--- config.mk ---
export PLATFORM = sky130hd
export DESIGN_NAME = multi_timer_flat
export DESIGN_NICKNAME = d
export VERILOG_FILES = /design/src/rtl/multi_timer_pkg.sv /design/src/rtl/multi_timer_if.sv /design/src/rtl/multi_timer_channel.sv /design/src/rtl/multi_timer.sv /design/src/flat_wrapper.sv
export SDC_FILE = /design/constraint.sdc
export NUM_CORES = 1
export LEC_CHECK = 0
export ABC_AREA = 1
export CAP_MARGIN = 20
export CORE_MARGIN = 1
export CORE_UTILIZATION = 40
export DETAILED_ROUTE_END_ITERATION = 8
export SYNTH_ARGS = -nofsm -noshare
export SYNTH_HDL_FRONTEND = slang
export SYNTH_SLANG_ARGS = --single-unit
--- constraint.sdc ---
create_clock -name clk -period 2.4 [get_ports clk]
set_clock_uncertainty 0.05 [all_clocks]
set_input_delay 0.48 -clock clk [delete_from_list [all_inputs] [get_ports clk]]
set_output_delay 0.48 -clock clk [all_outputs]
set_load 0.005 [all_outputs]
--- src/rtl/multi_timer_pkg.sv ---
// Shared register map and control-bit layout for the multi-channel timer.
package multi_timer_pkg;

  // Per-channel register indices (addr[1:0] when addr[4:2] < NCH)
  localparam logic [1:0] REG_CTRL   = 2'd0;
  localparam logic [1:0] REG_COUNT  = 2'd1;
  localparam logic [1:0] REG_TARGET = 2'd2;

  // Global register indices (addr[1:0] when addr[4:2] == GLOBAL_CH)
  localparam logic [1:0] REG_PRESCALE = 2'd0;
  localparam logic [1:0] REG_STATUS   = 2'd1;

  localparam logic [2:0] GLOBAL_CH = 3'd7;

  // CTRL bit positions
  localparam int unsigned CTRL_EN   = 0;
  localparam int unsigned CTRL_AUTO = 1;
  localparam int unsigned CTRL_IE   = 2;
  localparam int unsigned CTRL_W    = 3;

endpackage

--- src/rtl/multi_timer_if.sv ---
// Data-bus side of the timer: register access plus flag/interrupt outputs.
interface multi_timer_if #(
  parameter int unsigned NCH   = 4,
  parameter int unsigned WIDTH = 32
) ();

  logic             we;
  logic [4:0]       addr;
  logic [WIDTH-1:0] dataIn;
  logic [WIDTH-1:0] dataOut;
  logic [NCH-1:0]   flags;
  logic             irq;

  modport master (
    output we, addr, dataIn,
    input  dataOut, flags, irq
  );

  modport slave (
    input  we, addr, dataIn,
    output dataOut, flags, irq
  );

endinterface

--- src/rtl/multi_timer_channel.sv ---
// One compare channel: count/target/ctrl registers and sticky match flag.
module timer_channel
  import multi_timer_pkg::*;
#(
  parameter int unsigned WIDTH = 32,
  parameter int unsigned TICKS = 500
) (
  input  logic              clk,
  input  logic              rst,
  input  logic              tick,
  input  logic              wr_ctrl,
  input  logic              wr_count,
  input  logic              wr_target,
  input  logic              clr_flag,
  input  logic [WIDTH-1:0]  wdata,
  output logic [WIDTH-1:0]  count,
  output logic [WIDTH-1:0]  target,
  output logic [CTRL_W-1:0] ctrl,
  output logic              flag
);

  logic [WIDTH-1:0]  count_q, count_d;
  logic [WIDTH-1:0]  target_q, target_d;
  logic [CTRL_W-1:0] ctrl_q, ctrl_d;
  logic              flag_q, flag_d;
  logic              match;

  // Match is judged on pre-write values so a same-cycle write never hides it
  assign match = tick && ctrl_q[CTRL_EN] && (count_q == target_q);

  // Next-state: hardware counting first, then software writes override
  always_comb begin
    count_d  = count_q;
    target_d = target_q;
    ctrl_d   = ctrl_q;
    flag_d   = flag_q;

    if (tick && ctrl_q[CTRL_EN]) begin
      if (match) begin
        if (ctrl_q[CTRL_AUTO]) count_d = '0;
        else                   ctrl_d[CTRL_EN] = 1'b0;
      end else begin
        count_d = count_q + WIDTH'(1);
      end
    end

    // Set after clear: a hardware match beats a same-cycle W1C
    if (clr_flag) flag_d = 1'b0;
    if (match)    flag_d = 1'b1;

    if (wr_count)  count_d  = wdata;
    if (wr_target) target_d = wdata;
    if (wr_ctrl)   ctrl_d   = wdata[CTRL_W-1:0];
  end

  // State register with synchronous active-low reset
  always_ff @(posedge clk) begin
    if (!rst) begin
      count_q  <= '0;
      target_q <= WIDTH'(TICKS);
      ctrl_q   <= '0;
      flag_q   <= 1'b0;
    end else begin
      count_q  <= count_d;
      target_q <= target_d;
      ctrl_q   <= ctrl_d;
      flag_q   <= flag_d;
    end
  end

  assign count  = count_q;
  assign target = target_q;
  assign ctrl   = ctrl_q;
  assign flag   = flag_q;

endmodule

--- src/rtl/multi_timer.sv ---
// Multi-channel compare timer: shared prescaler, register decode, read mux, irq.
module multi_timer
  import multi_timer_pkg::*;
#(
  parameter int unsigned NCH   = 4,
  parameter int unsigned WIDTH = 32,
  parameter int unsigned PW    = 16,
  parameter int unsigned TICKS = 500
) (
  input logic          clk,
  input logic          rst,
  multi_timer_if.slave bus
);

  logic [2:0]       ch;
  logic [1:0]       rg;
  logic             glb_wr;
  logic [PW-1:0]    prescale_q, prescale_d;
  logic [PW-1:0]    pcnt_q, pcnt_d;
  logic             tick;
  logic [NCH-1:0]   flag;
  logic [NCH-1:0]   ie;
  logic [NCH-1:0]   clr;
  logic [WIDTH-1:0] count  [NCH];
  logic [WIDTH-1:0] target [NCH];
  logic [CTRL_W-1:0] ctrl  [NCH];
  logic [WIDTH-1:0] rdata;

  assign ch     = bus.addr[4:2];
  assign rg     = bus.addr[1:0];
  assign glb_wr = bus.we && (ch == GLOBAL_CH);
  assign tick   = (pcnt_q == prescale_q);

  // Prescaler next-state; a PRESCALE write restarts the divide phase
  always_comb begin
    prescale_d = prescale_q;
    pcnt_d     = tick ? '0 : pcnt_q + PW'(1);
    if (glb_wr && (rg == REG_PRESCALE)) begin
      prescale_d = bus.dataIn[PW-1:0];
      pcnt_d     = '0;
    end
  end

  // Prescaler registers with synchronous active-low reset
  always_ff @(posedge clk) begin
    if (!rst) begin
      prescale_q <= '0;
      pcnt_q     <= '0;
    end else begin
      prescale_q <= prescale_d;
      pcnt_q     <= pcnt_d;
    end
  end

  for (genvar i = 0; i < NCH; i++) begin : g_ch
    logic sel;
    assign sel    = bus.we && (ch == 3'(i));
    assign clr[i] = glb_wr && (rg == REG_STATUS) && bus.dataIn[i];
    assign ie[i]  = ctrl[i][CTRL_IE];

    timer_channel #(
      .WIDTH (WIDTH),
      .TICKS (TICKS)
    ) u_chan (
      .clk       (clk),
      .rst       (rst),
      .tick      (tick),
      .wr_ctrl   (sel && (rg == REG_CTRL)),
      .wr_count  (sel && (rg == REG_COUNT)),
      .wr_target (sel && (rg == REG_TARGET)),
      .clr_flag  (clr[i]),
      .wdata     (bus.dataIn),
      .count     (count[i]),
      .target    (target[i]),
      .ctrl      (ctrl[i]),
      .flag      (flag[i])
    );
  end

  // Combinational read mux; unmapped channels and the reserved slot read 0
  always_comb begin
    rdata = '0;
    if (ch == GLOBAL_CH) begin
      if (rg == REG_PRESCALE)    rdata = WIDTH'(prescale_q);
      else if (rg == REG_STATUS) rdata = WIDTH'(flag);
    end else begin
      for (int i = 0; i < NCH; i++) begin
        if (ch == 3'(i)) begin
          case (rg)
            REG_CTRL:   rdata = WIDTH'(ctrl[i]);
            REG_COUNT:  rdata = count[i];
            REG_TARGET: rdata = target[i];
            default:    rdata = '0;
          endcase
        end
      end
    end
  end

  assign bus.dataOut = rdata;
  assign bus.flags   = flag;
  assign bus.irq     = |(flag & ie);

endmodule

--- src/flat_wrapper.sv ---
// flat-port wrapper written by rule: the top's interface ports become plain ports
module multi_timer_flat import multi_timer_pkg::*;
#(
  parameter int unsigned NCH   = 4,
  parameter int unsigned WIDTH = 32,
  parameter int unsigned PW    = 16,
  parameter int unsigned TICKS = 500
)
  (clk, rst, bus_we, bus_addr, bus_dataIn, bus_dataOut, bus_flags, bus_irq);
  multi_timer_if #(.NCH(NCH), .WIDTH(WIDTH)) bus_i ();
  input logic clk;
  input logic rst;
  input wire logic [$bits(bus_i.we)-1:0] bus_we;
  input wire logic [$bits(bus_i.addr)-1:0] bus_addr;
  input wire logic [$bits(bus_i.dataIn)-1:0] bus_dataIn;
  output wire logic [$bits(bus_i.dataOut)-1:0] bus_dataOut;
  output wire logic [$bits(bus_i.flags)-1:0] bus_flags;
  output wire logic [$bits(bus_i.irq)-1:0] bus_irq;
  assign bus_i.we = bus_we;
  assign bus_i.addr = bus_addr;
  assign bus_i.dataIn = bus_dataIn;
  assign bus_dataOut = bus_i.dataOut;
  assign bus_flags = bus_i.flags;
  assign bus_irq = bus_i.irq;
  multi_timer #(.NCH(NCH), .WIDTH(WIDTH), .PW(PW), .TICKS(TICKS)) u_core (.clk(clk), .rst(rst), .bus(bus_i));
endmodule
==> metrics.cfg, run 1 <==
[timing]
fin_hold_ws_ns = 0.206
layout_setup_ws_ns = -0.159
hold_viol = 0
max-slew-margin-rel_pct = 50.6
fin_tns_setup_ns = -1.94
setup_viol = 25
maxSlewViolCount = 0
fin_crit_sh_pct = 107
period_needed_ns = 2.56
tightest_slew_ns = 0.738
max_freq_ghz = 0.391
rsz0062_at_grt = yes

[power_and_ir_drop]
clockPowerShare_pct = 48.1
power_w = 0.0135
p_sw_w = 0.00372
vdd_drop_max_mv = 0.541
p_leak_nw = 12.1
pwr-share-comb_pct = 13.4
switching_share_pct = 27.5
seqPwrFrac_pct = 38.4
powerDensity_mw_per_mm2 = 500
p_int_w = 0.00980

[placed_design]
postPlaceCellArea_mm2 = 0.0239
post-dp-hpwl_mm = 66.3
gp_congestion = 1.06
port_buffers = 76
place_inst = 4341

[detailed_routing]
drtAntennaViolNets = 0
drc = 0
drtPass1Iterations = 6
routed_wl_mm = 90.8
via_per_inst = 5.43
drt_iter0_markers = 2777
wl_per_cell_um = 20.3
num_vias = 24200

[clock_tree]
cts-buffers-inserted = 39
clock_latency_ns = 0.58
clk_pin_slew_worst_paths_ns = 0.06
clk_path_buf_depth = 3
cts.sinks = 304
cts_tree = built
htree_levels = 2
root_buffer = clkbuf_16

[job]
drv_cap = 0

[synth]
yosysWarnings = 0
synth_flop_cell = dfxtp_1
synth_nets = 3515
synth.avg_cell_area_um2 = 5.88
ys_seq_elements = 304
syn-instance-count = 3470
synth_edf_count = 0
seq_area_frac_synth_pct = 29.8
synth.cell_area_mm2 = 0.0204
async_reset_ff_share_pct = 0
synth.distinct_cells = 48

[die]
start_util_pct = 40.6
chipHeight_um = 228
rows = 82
core_area_mm2 = 0.0503
ios = 77
die_x_um = 228
dieArea_mm2 = 0.0519

[grt]
grt_use_total_pct = 33.6
grt_max_degree = 57
antenna_found_initial = 3
grt-ovfl-total = 0
grt_pass1_wl_mm = 134
first_global_vias = 21900

[critical_path]
crit_type = primary input to primary output
cpMaxStageDelayCell = o211ai_1
cp_top_family = buffers and inverters
critPathBufInv = 6
endpoint_kind = primary output
worstPathRequired_ns = 1.87
cp.arrival_ns = 2.03
worst-path-max-fanout = 8
cp_cell_sequence = buf_8 -> buf_6 -> nor2_4 -> clkinv_4 -> buf_12 -> buf_16 -> o221ai_2 -> o211ai_1 -> a21oi_2 -> buf_2
start_kind = primary input
cpPeakStageDelay_ns = 0.25

[layout]
syn_to_final_growth_pct = 32.6
stdcell_count = 4463
nets = 3805
drive_gt1_share_pct = 18.3
design_area_mm2 = 0.0270
fillers = 5013

[worst_hold_path]
hold_path_class = primary input to flop

[outcome]
failed_checks = setup timing
status = finished with violations

cells in the mapped netlist, types with 2 or more instances:
cell type / count / area share (%)
xor2_1: 90 / 3.9
o21ai_1: 8 / 0.20
o22ai_1: 69 / 2.1
nor4_1: 4 / 0.12
nand3b_1: 2 / 0.074
nor2_1: 394 / 7.2
or2_2: 2 / 0.061
nor2_4: 5 / 0.28
a21oi_1: 231 / 5.7
nor3b_1: 4 / 0.15
inv_2: 27 / 0.50
nand2_1: 1159 / 21
clkinv_1: 2 / 0.037
buf_1: 18 / 0.33
o211ai_1: 25 / 0.92
o21ai_2: 2 / 0.086
inv_1: 372 / 6.8
o21ai_0: 234 / 5.7
o221ai_1: 33 / 1.4
clkbuf_1: 103 / 1.9
a221oi_1: 22 / 0.94
dfxtp_1: 304 / 30
a22o_1: 9 / 0.39
a22oi_1: 6 / 0.22
nand2_2: 8 / 0.25
nand3_1: 138 / 3.4
clkbuf_2: 3 / 0.074
buf_4: 15 / 0.55
buf_6: 5 / 0.28
nor3_1: 53 / 1.3
ha_1: 5 / 0.31
nor2_2: 11 / 0.34
buf_2: 46 / 1.1
nand4_1: 47 / 1.4
cell families after synthesis:
| group | synth area share, % |
|---|---|
| compound gates | 17.9 |
| xor+xnor | 3.91 |
| fa+ha+maj | 0.307 |
| buf+inv | 11.6 |
| flops | 29.8 |
| simple gates | 36.4 |
repair_timing:
| action | 4_1_cts | 5_1_grt |
|---|---|---|
| buffers inserted | 33 | 8 |
| cloned | 9 | 6 |
| gates resized for setup | 354 | 81 |
| hold endpoints to repair | 0 | 0 |
| pin swaps | 68 | 57 |
| hold buffers | 0 | 0 |
| endpoints found under the setup margin | 74 | 148 |
registers in the layout, indices dropped and copies added, names as in the netlist:
| signal | flops |
|---|---|
| u_core.g_ch.u_chan.flag | 4 |
| u_core.g_ch.u_chan.ctrl | 12 |
| u_core.pcnt_q | 16 |
| u_core.g_ch.u_chan.target | 128 |
| u_core.prescale_q | 16 |
| u_core.g_ch.u_chan.count | 128 |
layer usage:
layer / wire (um) / global-route usage [%]
met2: 39000 / 51.2
met3: 8880 / 5.39
met1: 38400 / 46.4
met5: 0 / 0
met4: 4510 / 15.4
worst reg2reg max path: cells and delay by family (launching register included):
family | cells | cell delay, ns
compound gates | 1 | 0.16
buf+inv | 2 | 0.14
flops | 1 | 0.41
fa+ha+maj | 1 | 0.20
simple gates | 10 | 1.20
worst paths after layout:
check                                      start                              end  slack [ns]  cells after the start
setup / recovery                     bus_addr[0]                  bus_dataOut[21]       -0.16                     10
hold / removal                               rst  u_core.g_ch[2].u_chan.target[8]        0.21                      2
setup reg to reg  u_core.g_ch[3].u_chan.count[0]  u_core.g_ch[3].u_chan.count[26]        0.12                     14
hold reg to reg                 u_core.pcnt_q[0]                 u_core.pcnt_q[0]        0.41                      1
stage by stage:
step | utilization (%) | setup WS, ns
floorplan | - | 0.105
global placement | 47.4 | -1.21
detailed placement | 47.4 | -1.18
CTS | 52.7 | -0.117
global route | 53.8 | -0.197
finish | 53.8 | -0.159
cell type report:
| type | count | area, um^2 | share of cell area [%] |
|---|---|---|---|
| Antenna cell | 1 | 2.50 | 0.00925 |
| Clock buffer | 56 | 1150 | 4.26 |
| Clock inverter | 15 | 243 | 0.897 |
| Inverter | 401 | 1530 | 5.67 |
| Multi-Input combinational cell | 2575 | 13000 | 48.2 |
| Sequential cell | 304 | 6100 | 22.6 |
| Tap cell | 672 | 841 | 3.11 |
| Timing Repair Buffer | 438 | 4120 | 15.2 |
| Timing Repair inverter | 1 | 7.51 | 0.0278 |
layout by cell type, fill, tap and decap left out, drive strengths merged, types with 2 or more instances in the layout:
cell type / instances
a21oi: 231
a221oi: 22
a22o: 9
a22oi: 6
buf: 393
bufinv: 6
clkbuf: 63
clkdlybuf4s50: 38
clkinv: 10
clkinvlp: 3
dfxtp: 304
ha: 5
inv: 398
nand2: 1167
nand3: 140
nand3b: 2
nand4: 47
nor2: 411
nor3: 55
nor3b: 4
nor4: 4
o211ai: 25
o21ai: 244
o221ai: 33
o22ai: 69
or2: 2
xor2: 90
power groups by stage:
stage               sequential, W  combinational, W  clock [W]
floorplan                 0.00528          0.000719          0
global placement          0.00530           0.00148          0
detailed placement        0.00530           0.00148          0
CTS                       0.00519           0.00167    0.00655
global route              0.00520           0.00190    0.00674
finish                    0.00520           0.00181    0.00651
Note: power is estimated with default switching activity, not from simulation.
==> run 2: changes to the inputs <==
--- a/config.mk
+++ b/config.mk
@@ -7,9 +7,13 @@
 export LEC_CHECK = 0
 export ABC_AREA = 1
 export CAP_MARGIN = 20
+export CELL_PAD_IN_SITES_DETAIL_PLACEMENT = 0
+export CELL_PAD_IN_SITES_GLOBAL_PLACEMENT = 2
+export CORE_ASPECT_RATIO = 2
 export CORE_MARGIN = 1
-export CORE_UTILIZATION = 40
+export CORE_UTILIZATION = 33
 export DETAILED_ROUTE_END_ITERATION = 8
+export PLACE_DENSITY_LB_ADDON = 0.1
 export SYNTH_ARGS = -nofsm -noshare
 export SYNTH_HDL_FRONTEND = slang
 export SYNTH_SLANG_ARGS = --single-unit
==> run 2 against run 1 <==
  * The flow still finishes with violations (setup timing)
  * Final cell count increased by 4.3%
  * Largest power group unchanged
  * Non-clock buffer count up 92
  * Global-route usage shrank 1.6 points
  * Worst setup slack worse by 0.025 ns
  * Sequential cell count did not move
  * Routed wire length up 13%
  * Largest cell class unchanged
  * Die area rose by 21%
  * Clock-buffer cell count is 7 lower
  * First-iteration DRC count decreased by 37%
  * Via count rose by 1.3%
  * Sequential share of layout area is 0.94 points lower
==> metrics.cfg, run 2 (synthesized netlist as in run 1, its figures left out) <==
[critical_path]
worst-path-max-fanout = 8  ; unchanged
endpoint_kind = primary output
crit_type = primary input to primary output
worstPathRequired_ns = 1.87  ; about the same
start_kind = primary input
cp.arrival_ns = 2.05  ; +0.02 ns

[timing]
setup_viol = 29  ; +16%
max-slew-margin-rel_pct = 53.8  ; +3.1 points
maxSlewViolCount = 0  ; unchanged
tightest_slew_ns = 0.692  ; -0.0469 ns
hold_viol = 0  ; unchanged
period_needed_ns = 2.58  ; +0.0254 ns
layout_setup_ws_ns = -0.184  ; -0.0254 ns
max_freq_ghz = 0.387  ; -0.98%
rsz0062_at_grt = yes
fin_crit_sh_pct = 108  ; +1.1 points
fin_hold_ws_ns = 0.228  ; +0.0220 ns

[layout]
register_area_mm2 = 0.00611  ; +0.16%
num_antenna_cells = 0  ; -1
nets = 3895  ; +2.4%
drive_gt1_share_pct = 20.8  ; +2.5 points
final_cell_mix = 1151 x nand2_1, 383 x nor2_1, 362 x inv_1
syn_to_final_growth_pct = 38.6
final_common_cell = nand2_1
multi_input_area_mm2 = 0.0132  ; +1.0%
stdcell_count = 4655  ; +4.3%
fillers = 6428  ; +28%

[clock_tree]
clk_path_buf_depth = 3  ; unchanged
htree_levels = 2  ; unchanged
root_buffer = clkbuf_16
clk_pin_slew_worst_paths_ns = 0.06  ; about the same
clock_latency_ns = 0.57  ; about the same
cts_hold_buf = 0  ; unchanged
cts.sinks = 304  ; unchanged
cts-buffers-inserted = 37  ; -5.1%
cts_tree = built

[grt]
grt_max_degree = 74  ; +30%
first_global_vias = 24000  ; +9.6%
antenna_found_initial = 0  ; -3
grt_use_total_pct = 32.0  ; -1.6 points
grt_pass1_wl_mm = 149  ; +11%
grt-ovfl-total = 0  ; unchanged

[detailed_routing]
drtPass1Iterations = 8  ; +2
drtAntennaViolNets = 0  ; unchanged
drt_iter0_markers = 1752  ; -37%
drc = 0  ; unchanged
via_per_inst = 5.27  ; -2.9%
wl_per_cell_um = 22.0  ; +8.0%
routed_wl_mm = 102  ; +13%
num_vias = 24500  ; +1.3%

[die]
dieArea_mm2 = 0.0629  ; +21%
core_area_mm2 = 0.0610  ; +21%
rows = 128  ; +56%
ios = 77  ; unchanged
start_util_pct = 33.4  ; -7.1 points
chipHeight_um = 354  ; +55%
die_x_um = 178  ; -22%

[placed_design]
post-dp-hpwl_mm = 76.7  ; +16%
gp_congestion = 0.947  ; -11%
post-place-ws_ns = -1.09  ; +0.0950 ns
port_buffers = 76  ; unchanged
place_inst = 4514  ; +4.0%

[outcome]
failed_checks = setup timing
status = finished with violations

[power_and_ir_drop]
switching_share_pct = 29.1  ; +1.6 points
seqPwrFrac_pct = 39.7  ; +1.3 points
powerDensity_mw_per_mm2 = 462  ; -7.6%
p_int_w = 0.00926  ; -5.5%
p_leak_nw = 12.6  ; +4.5%
pwr-share-comb_pct = 15.2  ; +1.8 points
vdd_drop_max_mv = 0.541  ; about the same
clockPowerShare_pct = 45.1  ; -3.0 points
p_sw_w = 0.00380  ; +2.1%

[worst_hold_path]
hold_path_class = primary input to flop

[job]
drv_cap = 0  ; unchanged

## run 2: power by group through the flow
stage               registers (W)  logic, W  clock network [W]
CTS                       0.00519   0.00189            0.00601
global route              0.00520   0.00209            0.00615
floorplan                 0.00528  0.000719                  0
detailed placement        0.00530   0.00156                  0
global placement          0.00530   0.00155                  0
finish                    0.00519   0.00198            0.00589
## run 2: cell type report
cell class	count	area share, %
flip-flops and latches	304	21.6
multi-input cells	2575	46.6
well taps	780	3.45
repair buffers	530	18.6
clock buffers	49	3.76
repair inverters	1	0.0310
clock inverters	15	0.482
inverters	401	5.46
## run 2: timing repair
item,CTS,global route
gates resized for setup,410,111
buffers inserted,58,10
gates cloned,17,3
pin swaps,91,77
endpoints found under the setup margin,60,156
## run 2: path summary, 6_finish.rpt
kind                                     from                              end  slack (ns)  depth (start not counted)
max reg2reg  u_core.g_ch[1].u_chan.target[27]  u_core.g_ch[1].u_chan.count[17]        0.13                         15
min                                       rst   u_core.g_ch[2].u_chan.count[0]        0.23                          3
min reg2reg                  u_core.pcnt_q[0]                 u_core.pcnt_q[0]        0.42                          1
max                               bus_addr[0]                  bus_dataOut[11]       -0.18                         12
## run 2: through the flow
stage / instance area (um^2) / setup TNS [ns] / util [%] / total power [W]
6_report: 28300 / -2.45 / 46.3 / 0.0131
5_1_grt: 28300 / -3.74 / 46.3 / 0.0134
4_1_cts: 27700 / -2.25 / 45.4 / 0.0131
3_5_place_dp: 24600 / -133.13 / 40.3 / 0.00686
3_3_place_gp: 24600 / -128.65 / 40.3 / 0.00684
2_1_floorplan: 20400 / 0 / - / 0.00600
## run 2: worst max-delay path, cell delays in order
cell	delay, ns
buf_8	0.10
buf_6	0.11
nor2_4	0.21
inv_8	0.10
buf_12	0.17
buf_12	0.14
o22ai_4	0.15
a22o_1	0.18
a21oi_1	0.05
o211ai_1	0.11
buf_4	0.17
buf_6	0.09
## run 2: layer usage
metal	vias to the layer above	part of all wire [%]	global-route usage [%]
met1	11500	36	34.9
met3	288	4.6	2.48
met5	-	0	0
met4	0	7.3	20.4
met2	857	52	58.6
li1	11900	-	-
